## src/rtl/regfile_pkg.sv

```systemverilog
// Shared types, default sizing and parity helper for the 2-read/1-write register file.
package regfile_pkg;

  typedef enum logic [0:0] {
    IDLE  = 1'b0,
    CLEAR = 1'b1
  } state_t;

  localparam int DEF_WIDTH = 16;
  localparam int DEF_DEPTH = 8;
  localparam int DEF_ADDR  = 4;

  // Widest data word the parity helper accepts; callers zero-extend.
  localparam int PAR_MAX_W = 64;

  function automatic logic par_even(input logic [PAR_MAX_W-1:0] d);
    return ^d;
  endfunction

endpackage

```

## src/rtl/regfile_if.sv

```systemverilog
// Access bus of regfile_2r1w: one write port, two read ports, clear request and status.
// WrParFlip exists only when REGFILE_PARITY_EN is defined.
interface regfile_if
  import regfile_pkg::*;
#(
  parameter int WIDTH = DEF_WIDTH,
  parameter int ADDR  = DEF_ADDR
);
  logic             WrEn;
  logic [ADDR-1:0]  WrAddr;
  logic [WIDTH-1:0] WrData;
`ifdef REGFILE_PARITY_EN
  logic             WrParFlip;
`endif
  logic             RdEnA;
  logic [ADDR-1:0]  RdAddrA;
  logic [WIDTH-1:0] RdDataA;
  logic             RdValidA;
  logic             RdEnB;
  logic [ADDR-1:0]  RdAddrB;
  logic [WIDTH-1:0] RdDataB;
  logic             RdValidB;
  logic             Clr;
  logic             Busy;
  logic             AddrErr;
  logic             ParErrA;
  logic             ParErrB;

  modport master (
    output WrEn, WrAddr, WrData,
`ifdef REGFILE_PARITY_EN
    output WrParFlip,
`endif
    output RdEnA, RdAddrA, RdEnB, RdAddrB, Clr,
    input  RdDataA, RdValidA, RdDataB, RdValidB, Busy, AddrErr, ParErrA, ParErrB
  );

  modport slave (
    input  WrEn, WrAddr, WrData,
`ifdef REGFILE_PARITY_EN
    input  WrParFlip,
`endif
    input  RdEnA, RdAddrA, RdEnB, RdAddrB, Clr,
    output RdDataA, RdValidA, RdDataB, RdValidB, Busy, AddrErr, ParErrA, ParErrB
  );
endinterface

```

## src/rtl/regfile_clr_ctrl.sv

```systemverilog
// Sequential clear engine: walks every entry once, issuing one zero-write per cycle.
module regfile_clr_ctrl
  import regfile_pkg::*;
#(
  parameter int DEPTH = DEF_DEPTH,
  parameter int IDX_W = $clog2(DEF_DEPTH)
) (
  input  logic             CLK,
  input  logic             RST,
  input  logic             clr_req,
  output logic             busy,
  output logic             clr_we,
  output logic [IDX_W-1:0] clr_addr
);
  localparam logic [IDX_W-1:0] LAST = IDX_W'(DEPTH - 1);

  state_t           state_q, state_d;
  logic [IDX_W-1:0] cnt_q, cnt_d;

  always_ff @(posedge CLK or posedge RST) begin
    if (RST) begin
      state_q <= IDLE;
      cnt_q   <= '0;
    end else begin
      state_q <= state_d;
      cnt_q   <= cnt_d;
    end
  end

  always_comb begin
    state_d = state_q;
    cnt_d   = cnt_q;
    clr_we  = 1'b0;
    case (state_q)
      IDLE: begin
        if (clr_req) begin
          state_d = CLEAR;
          cnt_d   = '0;
        end
      end
      CLEAR: begin
        clr_we = 1'b1;
        if (cnt_q == LAST) begin
          state_d = IDLE;
          cnt_d   = '0;
        end else begin
          cnt_d = cnt_q + 1'b1;
        end
      end
      default: state_d = IDLE;
    endcase
  end

  assign busy     = (state_q == CLEAR);
  assign clr_addr = cnt_q;

endmodule

```

## src/rtl/regfile_2r1w.sv

```systemverilog
// Register file with one write and two registered read ports, write-first bypass,
// address-range flagging and a clear engine. Optional parity via REGFILE_PARITY_EN.
module regfile_2r1w
  import regfile_pkg::*;
#(
  parameter int WIDTH = DEF_WIDTH,
  parameter int DEPTH = DEF_DEPTH,
  parameter int ADDR  = DEF_ADDR
) (
  input  logic     CLK,
  input  logic     RST,
  regfile_if.slave bus
);
  localparam int IDX_W = $clog2(DEPTH);
`ifdef REGFILE_PARITY_EN
  localparam int ENT_W = WIDTH + 1;
`else
  localparam int ENT_W = WIDTH;
`endif
  localparam logic [ADDR:0] DEPTH_W = (ADDR + 1)'(DEPTH);

  logic [ENT_W-1:0] mem [DEPTH];

  logic             busy, clr_we;
  logic [IDX_W-1:0] clr_addr;

  regfile_clr_ctrl #(.DEPTH(DEPTH), .IDX_W(IDX_W)) u_clr (
    .CLK      (CLK),
    .RST      (RST),
    .clr_req  (bus.Clr),
    .busy     (busy),
    .clr_we   (clr_we),
    .clr_addr (clr_addr)
  );

  // Accesses are taken only in IDLE and lose to a same-cycle clear request.
  logic acc_ok, wr_go, rd_go_a, rd_go_b;
  logic in_wr, in_a, in_b, wr_ok;
  logic [IDX_W-1:0] wi, ia, ib;

  assign acc_ok  = !busy && !bus.Clr;
  assign wr_go   = acc_ok && bus.WrEn;
  assign rd_go_a = acc_ok && bus.RdEnA;
  assign rd_go_b = acc_ok && bus.RdEnB;
  assign in_wr   = {1'b0, bus.WrAddr}  < DEPTH_W;
  assign in_a    = {1'b0, bus.RdAddrA} < DEPTH_W;
  assign in_b    = {1'b0, bus.RdAddrB} < DEPTH_W;
  assign wr_ok   = wr_go && in_wr;
  assign wi      = bus.WrAddr[IDX_W-1:0];
  assign ia      = bus.RdAddrA[IDX_W-1:0];
  assign ib      = bus.RdAddrB[IDX_W-1:0];

  logic [ENT_W-1:0] wr_entry;
`ifdef REGFILE_PARITY_EN
  assign wr_entry = {par_even(PAR_MAX_W'(bus.WrData)) ^ bus.WrParFlip, bus.WrData};
`else
  assign wr_entry = bus.WrData;
`endif

  always_ff @(posedge CLK or posedge RST) begin
    if (RST) begin
      for (int i = 0; i < DEPTH; i++) mem[i] <= '0;
    end else if (clr_we) begin
      mem[clr_addr] <= '0;
    end else if (wr_ok) begin
      mem[wi] <= wr_entry;
    end
  end

  logic [WIDTH-1:0] rd_a_nxt, rd_b_nxt;
  logic             perr_a_nxt, perr_b_nxt;

  always_comb begin
    rd_a_nxt   = '0;
    perr_a_nxt = 1'b0;
    if (in_a) begin
      if (wr_ok && wi == ia) begin
        rd_a_nxt = bus.WrData;
      end else begin
        rd_a_nxt = mem[ia][WIDTH-1:0];
`ifdef REGFILE_PARITY_EN
        perr_a_nxt = mem[ia][WIDTH] != par_even(PAR_MAX_W'(mem[ia][WIDTH-1:0]));
`endif
      end
    end
  end

  always_comb begin
    rd_b_nxt   = '0;
    perr_b_nxt = 1'b0;
    if (in_b) begin
      if (wr_ok && wi == ib) begin
        rd_b_nxt = bus.WrData;
      end else begin
        rd_b_nxt = mem[ib][WIDTH-1:0];
`ifdef REGFILE_PARITY_EN
        perr_b_nxt = mem[ib][WIDTH] != par_even(PAR_MAX_W'(mem[ib][WIDTH-1:0]));
`endif
      end
    end
  end

  // Stage p1: registered read data, valid and error pulses
  logic [WIDTH-1:0] rd_data_a_p1, rd_data_b_p1;
  logic             vld_a_p1, vld_b_p1, addr_err_p1, par_err_a_p1, par_err_b_p1;

  always_ff @(posedge CLK or posedge RST) begin
    if (RST) begin
      rd_data_a_p1 <= '0;
      rd_data_b_p1 <= '0;
      vld_a_p1     <= 1'b0;
      vld_b_p1     <= 1'b0;
      addr_err_p1  <= 1'b0;
      par_err_a_p1 <= 1'b0;
      par_err_b_p1 <= 1'b0;
    end else begin
      vld_a_p1     <= rd_go_a;
      vld_b_p1     <= rd_go_b;
      if (rd_go_a) rd_data_a_p1 <= rd_a_nxt;
      if (rd_go_b) rd_data_b_p1 <= rd_b_nxt;
      addr_err_p1  <= (wr_go && !in_wr) || (rd_go_a && !in_a) || (rd_go_b && !in_b);
      par_err_a_p1 <= rd_go_a && perr_a_nxt;
      par_err_b_p1 <= rd_go_b && perr_b_nxt;
    end
  end

  assign bus.RdDataA  = rd_data_a_p1;
  assign bus.RdDataB  = rd_data_b_p1;
  assign bus.RdValidA = vld_a_p1;
  assign bus.RdValidB = vld_b_p1;
  assign bus.AddrErr  = addr_err_p1;
  assign bus.Busy     = busy;
  assign bus.ParErrA  = par_err_a_p1;
  assign bus.ParErrB  = par_err_b_p1;

endmodule
```

## src/flat_wrapper.sv

```systemverilog
// flat-port wrapper written by rule: the top's interface ports become plain ports
module regfile_2r1w_flat import regfile_pkg::*;
#(
  parameter int WIDTH = DEF_WIDTH,
  parameter int DEPTH = DEF_DEPTH,
  parameter int ADDR  = DEF_ADDR
)
  (CLK, RST, bus_WrEn, bus_WrAddr, bus_WrData, bus_RdEnA, bus_RdAddrA, bus_RdEnB, bus_RdAddrB, bus_Clr, bus_RdDataA, bus_RdValidA, bus_RdDataB, bus_RdValidB, bus_Busy, bus_AddrErr, bus_ParErrA, bus_ParErrB);
  regfile_if #(.WIDTH(WIDTH), .ADDR(ADDR)) bus_i ();
  input  logic CLK;
  input  logic RST;
  input wire logic [$bits(bus_i.WrEn)-1:0] bus_WrEn;
  input wire logic [$bits(bus_i.WrAddr)-1:0] bus_WrAddr;
  input wire logic [$bits(bus_i.WrData)-1:0] bus_WrData;
  input wire logic [$bits(bus_i.RdEnA)-1:0] bus_RdEnA;
  input wire logic [$bits(bus_i.RdAddrA)-1:0] bus_RdAddrA;
  input wire logic [$bits(bus_i.RdEnB)-1:0] bus_RdEnB;
  input wire logic [$bits(bus_i.RdAddrB)-1:0] bus_RdAddrB;
  input wire logic [$bits(bus_i.Clr)-1:0] bus_Clr;
  output wire logic [$bits(bus_i.RdDataA)-1:0] bus_RdDataA;
  output wire logic [$bits(bus_i.RdValidA)-1:0] bus_RdValidA;
  output wire logic [$bits(bus_i.RdDataB)-1:0] bus_RdDataB;
  output wire logic [$bits(bus_i.RdValidB)-1:0] bus_RdValidB;
  output wire logic [$bits(bus_i.Busy)-1:0] bus_Busy;
  output wire logic [$bits(bus_i.AddrErr)-1:0] bus_AddrErr;
  output wire logic [$bits(bus_i.ParErrA)-1:0] bus_ParErrA;
  output wire logic [$bits(bus_i.ParErrB)-1:0] bus_ParErrB;
  assign bus_i.WrEn = bus_WrEn;
  assign bus_i.WrAddr = bus_WrAddr;
  assign bus_i.WrData = bus_WrData;
  assign bus_i.RdEnA = bus_RdEnA;
  assign bus_i.RdAddrA = bus_RdAddrA;
  assign bus_i.RdEnB = bus_RdEnB;
  assign bus_i.RdAddrB = bus_RdAddrB;
  assign bus_i.Clr = bus_Clr;
  assign bus_RdDataA = bus_i.RdDataA;
  assign bus_RdValidA = bus_i.RdValidA;
  assign bus_RdDataB = bus_i.RdDataB;
  assign bus_RdValidB = bus_i.RdValidB;
  assign bus_Busy = bus_i.Busy;
  assign bus_AddrErr = bus_i.AddrErr;
  assign bus_ParErrA = bus_i.ParErrA;
  assign bus_ParErrB = bus_i.ParErrB;
  regfile_2r1w #(.WIDTH(WIDTH), .DEPTH(DEPTH), .ADDR(ADDR)) u_core (.CLK(CLK), .RST(RST), .bus(bus_i));
endmodule
```

## config.mk

```make
export PLATFORM = sky130hd
export DESIGN_NAME = regfile_2r1w_flat
export DESIGN_NICKNAME = d
export VERILOG_FILES = /design/src/rtl/regfile_pkg.sv /design/src/rtl/regfile_if.sv /design/src/rtl/regfile_clr_ctrl.sv /design/src/rtl/regfile_2r1w.sv /design/src/flat_wrapper.sv
export SDC_FILE = /design/constraint.sdc
export NUM_CORES = 1
export LEC_CHECK = 0
export ABC_AREA = 1
export BUFFER_PORTS_ARGS = -buffer_cell sky130_fd_sc_hd__buf_2
export CORE_ASPECT_RATIO = 1.4
export CORE_MARGIN = 2
export CORE_UTILIZATION = 50
export CTS_BUF_LIST = sky130_fd_sc_hd__clkbuf_2
export DETAILED_ROUTE_END_ITERATION = 10
export HOLD_SLACK_MARGIN = 0.1
export PLACE_DENSITY_LB_ADDON = 0.05
export SLEW_MARGIN = 20
export SYNTH_ARGS = -nofsm -noshare
export SYNTH_HDL_FRONTEND = slang
export SYNTH_SLANG_ARGS = --single-unit
```

## constraint.sdc

```tcl
create_clock -name CLK -period 4.85 [get_ports CLK]
set_input_delay 0.2425 -clock CLK [delete_from_list [all_inputs] [get_ports CLK]]
set_output_delay 0.2425 -clock CLK [all_outputs]
set_load 0.05 [all_outputs]
```

==> results_dict.tcl, run 1 <==
set metrics [dict create \
    synth-async-reset-ratio_pct 100 \
    grt_pass1_vias 8519 \
    synth-edff-count 0 \
    max_freq_mhz 301 \
    floorplan.initialDensity_pct 51.3 \
    setup_violations 0 \
    clk_latency_ps 800 \
    cp_cell_sequence "nor2_4, nand3_4, dlygate4sd3_1, inv_4, nand4_4, nand3_1, o21ai_1, dlygate4sd3_1" \
    maxSlewViolCount 0 \
    reg2reg_from "u_core.u_clr.busy$_DFF_PP0_" \
    crit_slowest_cell "dlygate4sd3_1" \
    drc 0 \
    routed_via_density 5.80 \
    max_stage_delay_ps 680 \
    holdCritStartpoint "bus_RdAddrB[0]" \
    final-hold-violation-count 0 \
    min_period_over_period_pct 68.6 \
    antenna_found_initial 2 \
    cellPowerDensity_mw_per_mm2 397 \
    pwr-share-seq_pct 45.2 \
    worstMarginPinSlew_ps 995 \
    switching_share_pct 44.5 \
    die_x_um 119 \
    seq_area_frac_synth_pct 45.0 \
    synthTopCellsByArea "dfrtp_1 (45%), nand2_1 (18%), nand3_1 (18%)" \
    setup_tns_ps 0 \
    ys_top_cells_by_count "nand2_1 (456), nand3_1 (331), dfrtp_1 (167)" \
    path_clk_slew_ps 250 \
    cp.required_ps 5570 \
    yosysTopAreaCell "dfrtp_1" \
    port_buffers 69 \
    gp_congestion 0.861 \
    status "completed" \
    combPwrFrac_pct 35.7 \
    yosysWarnings 0 \
    p_total_mw 4.05 \
    grt_max_degree 91 \
    ant_nets 0 \
    first_pass_iters 6 \
    netlist_area_mm2 0.00928 \
    worst_clock_skew_ps 39.0 \
    die_y_um 165 \
    critPathBufInv 3 \
    critPathKind "flip-flop to flip-flop" \
    nets 1364 \
    p_clk_share_pct 19.1 \
    area_growth_pct 10.1 \
    grt_pass1_wl_mm 47.9 \
    clock-root-buffer "clkbuf_2" \
    cts_buffers 17 \
    hpwlAfterDp_mm 18.3 \
    synth_top_area_share_pct 45.0 \
    post-place-cells 1512 \
    ys.flop_type "dfrtp_1" \
    critPathArrivalTime_ps 4050 \
    finalWirelength_mm 30.6 \
    num_rows 58 \
    switching_power_mw 1.81 \
    track_usage_pct 31.9 \
    path_delay_family "buffers and inverters" \
    coreArea_mm2 0.0181 \
    clock_path_buffers 2 \
    wire_per_inst_um 19.3 \
    ir_drop_mv 0.194 \
    avgSynthCellArea_um2 7.24 \
    vias 9205 \
    max_cap_viol_count 0 \
    grt.overflow.total 0 \
    yosys.cell_count.top_type "nand2_1" \
    io_pins 72 \
    cp_common_cell "dlygate4sd3_1" \
    drive_gt1_share_pct 10.4 \
    critPathLaunch "u_core.u_clr.busy$_DFF_PP0_" \
    synthCells 1281 \
    start_kind "flip-flop" \
    min_path_type "input pin to flip-flop" \
    fin_crit_ps 3330 \
    cts_tree "built" \
    drt_iter0_markers 886 \
    cp_max_fo 32 \
    die_area_mm2 0.0197 \
    final_cells 1586 \
    cts_sinks 167 \
    worstSetupEndpointType "flip-flop" \
    intPower_mw 2.25 \
    synth_cell_types 29 \
    relSlewSlack_pct 33.6 \
    p_leak_nw 4.85 \
    grt_setup_unrepaired "no" \
    htree_levels 4 \
    synth-seq-cells 167 \
]
-- layout by cell type, fill, tap and decap left out, drive strengths merged --
cell,count
a21oi,1
buf,83
bufinv,2
clkbuf,17
clkinv,5
clkinvlp,3
conb,2
dfrtp,167
diode,5
dlygate4sd3,37
ha,2
inv,44
nand2,462
nand3,333
nand4,24
nor2,18
o21ai,139
xnor2,1
xor2,1
-- layer usage --
layer  GRT usage [%]  vias up  share of wire (%)
met1            41.8     4415                 41
met2            53.9      371                 50
met5               0        -              0.043
li1                -     4372                  -
met4            10.2        2                1.7
met3            5.63       45                8.1
-- worst register-to-register path: cells and delay by family, from the launching register on --
kind / cells / cell delay, ps
buffers and inverters: 3 / 1560
DFF: 1 / 530
and+or+nand+nor: 4 / 1080
AOI/OAI and AO/OA: 1 / 80
-- cells by family (layout without fill, tap and decap cells) --
logic type / count (synthesis) / in the layout / synth area share (%)
compound gates: 140 / 140 / 7.55
xor+xnor: 2 / 2 / 0.270
fa+ha+maj: 2 / 2 / 0.270
buf+inv: 132 / 191 / 6.39
flops: 167 / 167 / 45.0
other cells: 1 / 7 / 0.0404
simple gates: 837 / 837 / 40.4
-- repair_timing --
item | in CTS | in global routing
hold buffers | 37 | 0
gates resized for setup | 0 | 0
hold endpoints to repair | 255 | 0
buffers inserted | 0 | 0
-- power groups by stage --
stage | registers [mW] | logic [mW] | clock network, mW
2_1_floorplan | 2.24 | 0.628 | 0
3_3_place_gp | 1.85 | 1.40 | 0
3_5_place_dp | 1.86 | 1.41 | 0
4_1_cts | 1.83 | 1.44 | 0.791
5_1_grt | 1.86 | 1.58 | 0.834
6_report | 1.83 | 1.45 | 0.773
-- state kept, by name, summed over array words and instances (netlist names) --
register / flops
u_core.mem: 128
u_core.bus.RdDataA: 16
u_core.bus.RdDataB: 16
u_core.u_clr.clr_addr: 3
u_core.bus.AddrErr: 1
u_core.bus.RdValidA: 1
u_core.bus.RdValidB: 1
u_core.u_clr.busy: 1
-- per-stage QoR --
stage / utilization, % / hold slack [ps] / area, um2 / setup WS, ps
floorplan: - / 362 / 9280 / 89.1
global route: 56.5 / 194 / 10200 / 1400
global placement: 53.1 / 455 / 9600 / 2570
finish: 56.5 / 194 / 10200 / 1520
detailed placement: 53.1 / 458 / 9600 / 2490
CTS: 56.5 / 153 / 10200 / 1580
-- cell type report --
cell class / count / area [um2]
diodes: 5 / 12.5
clock buffers: 17 / 85.1
clock inverters: 15 / 150
fillers: 1827 / 7850
inverters: 39 / 159
multi-input cells: 983 / 4510
flip-flops and latches: 167 / 4180
well taps: 240 / 300
repair buffers: 120 / 821
-- path summary, 6_finish.rpt --
path                                                      end  slack, ps  cells after the start
max                                u_core.mem[93]$_DFFE_PP0P_       1520                      8
min                        u_core.bus.RdDataB[12]$_DFFE_PP0P_        190                     10
max reg2reg                        u_core.mem[93]$_DFFE_PP0P_       1520                      8
min reg2reg                u_core.bus.RdDataB[12]$_DFFE_PP0P_        500                      2
max in group asynchronous         u_core.mem[108]$_DFFE_PP0P_       3020                      5
min in group asynchronous         u_core.mem[113]$_DFFE_PP0P_        690                      4
Power figures use the tool's default switching activity.
==> run 2: changes to the inputs <==
- clock period: 4.85 -> 3.16 ns (I/O delays scaled with it)
==> run 2 against run 1 <==
Compared with the run above:
- the flow now finishes with violations (negative hold slack)
- register-to-register slack worse by 1200 ps
- non-clock buffer count rose by 18
- first-iteration DRC count up 22%
- via count grew 1.3%
- core utilization rose by 1.3 points
==> results_dict.tcl, run 2 (synthesized netlist as in run 1, its figures left out) <==
set metrics [dict create \
    die_x_um 119 \
    design_area_mm2 0.0105 \
    clock-root-buffer "clkbuf_2" \
    drc 0 \
    grt_pass1_vias 8586 \
    relSlewSlack_pct 24.4 \
    max_cap_viol_count 0 \
    hpwlAfterDp_mm 18.6 \
    coreArea_mm2 0.0181 \
    hold_ws_ps -11.9 \
    reg2reg_from "u_core.u_clr.busy$_DFF_PP0_" \
    final_cells 1600 \
    min_path_type "input pin to async pin" \
    final_cell_mix "nand2_1 (456), nand3_1 (331), dfrtp_1 (167)" \
    ant_nets 0 \
    clock_path_buffers 2 \
    final_common_cell "nand2_1" \
    num-fill-cells 1785 \
    violations "negative hold slack" \
    floorplan.initialDensity_pct 51.3 \
    first_pass_iters 7 \
    status "complete, but fails checks" \
    num_rows 58 \
    maxSlewViolCount 0 \
    worstMarginPinSlew_ps 1130 \
    final-hold-violation-count 6 \
    post-place-cells 1517 \
    cts_tree "built" \
    start_kind "flip-flop" \
    grt.overflow.total 0 \
    htree_levels 4 \
    die_area_mm2 0.0197 \
    area_growth_pct 12.7 \
    worstSetupEndpointType "flip-flop" \
    cts_setup_buffers 0 \
    largest_reg_flops 128 \
    finalWirelength_mm 31.1 \
    track_usage_pct 32.4 \
    fin_crit_ps 2810 \
    cellPowerDensity_mw_per_mm2 611 \
    antenna_found_initial 1 \
    path_clk_slew_ps 240 \
    setup_violations 0 \
    drive_gt1_share_pct 10.6 \
    drt_iter0_markers 1078 \
    setup_tns_ps 0 \
    timing.rr.end "u_core.bus.RdDataA[3]$_DFFE_PP0P_" \
    nets 1382 \
    max_freq_mhz 356 \
    critPathArrivalTime_ps 3520 \
    multi_input_area_mm2 0.00451 \
    regMostFlops "u_core.mem" \
    worst_clock_skew_ps 27.5 \
    grt_pass1_wl_mm 48.7 \
    vias 9322 \
    io_pins 72 \
    cp.required_ps 3870 \
    grt_max_degree 168 \
    ir_drop_mv 0.227 \
    cts_sinks 167 \
    worstRegToRegCells 10 \
    port_buffers 69 \
    clk_latency_ps 780 \
    cp_max_fo 16 \
    cts_buffers 17 \
    wire_per_inst_um 19.4 \
    die_y_um 165 \
    ff2ff_setup_slack_ps 350 \
    dpl_cell_area_mm2 0.00967 \
    p_leak_nw 4.96 \
    min_period_over_period_pct 88.9 \
    seq_area_mm2 0.00418 \
    grt_setup_unrepaired "no" \
    critPathKind "flip-flop to flip-flop" \
    gp_congestion 0.885 \
    routed_via_density 5.83 \
]
==> run 2: what timing repair did <==
| item | in CTS | in global routing |
|---|---|---|
| endpoints found under the setup margin | 0 | 1 |
| gates resized for setup | 0 | 1 |
| hold buffers | 50 | 0 |
| endpoints found under the hold margin | 334 | 0 |
==> run 2: worst max-delay path by stage <==
| stage | from | to | slack (ps) | cells after the start |
|---|---|---|---|---|
| 6_report | u_core.u_clr.busy$_DFF_PP0_ | u_core.bus.RdDataA[3]$_DFFE_PP0P_ | 350 | 10 |
| 5_1_grt | u_core.u_clr.busy$_DFF_PP0_ | u_core.bus.RdDataA[3]$_DFFE_PP0P_ | 200 | 10 |
| 4_1_cts | u_core.u_clr.busy$_DFF_PP0_ | u_core.bus.RdDataA[3]$_DFFE_PP0P_ | 170 | 7 |
| 3_5_place_dp | bus_RdAddrB[1] | u_core.bus.RdDataB[3]$_DFFE_PP0P_ | 980 | 9 |
| 3_3_place_gp | bus_RdAddrB[1] | u_core.bus.RdDataB[3]$_DFFE_PP0P_ | 1050 | 9 |
| 2_1_floorplan | RST | u_core.bus.AddrErr$_DFF_PP0_ | 880 | 1 |
==> run 2: where the power goes <==
part / leakage, nW / total (mW) / switching [mW] / internal, mW
Clock: 0.165 / 1.29 / 0.775 / 0.518
Sequential: 2.29 / 2.81 / 0.277 / 2.53
Combinational: 2.50 / 2.28 / 1.68 / 0.596
Total: 4.96 / 6.38 / 2.74 / 3.65
==> run 2: area by class of cell <==
type / count / share of cell area, %
timing repair buffer: 138 / 9.82
clock inverter: 14 / 1.75
sequential: 167 / 40.0
clock buffer: 18 / 0.862
inverter: 39 / 1.51
tap: 240 / 2.87
multi-input combinational: 983 / 43.2
antenna: 1 / 0.0239
==> run 2: per-stage QoR <==
step           utilization, %  hold WS (ps)  setup WS, ps  power, mW
6_report                 57.8         -11.9           352       6.38
4_1_cts                  57.8           102           174       6.39
3_5_place_dp             53.5           406           984       5.02
3_3_place_gp             53.5           401          1050       5.00
2_1_floorplan               -           278           875       4.40
5_1_grt                  57.8           130           197       6.73
==> run 2: metal layers <==
layer,vias to the layer above,GRT usage [%],part of all wire [%],wire length [um]
met2,452,52.1,46,14400
met5,-,0,0,0
met4,0,14.7,3.5,1100
met1,4382,43.7,42,12900
met3,88,4.60,8.7,2690
li1,4400,-,-,-
==> run 2: critical path, stage by stage (launching register included) <==
cell and delay (ps):
dfrtp_1 520, nor2_4 230, nand3_4 140, nor2_8 200, nand2_4 170, inv_4 200
nand2_1 70, nand3_1 90, dlygate4sd3_1 540, nand2_1 40, dlygate4sd3_1 540
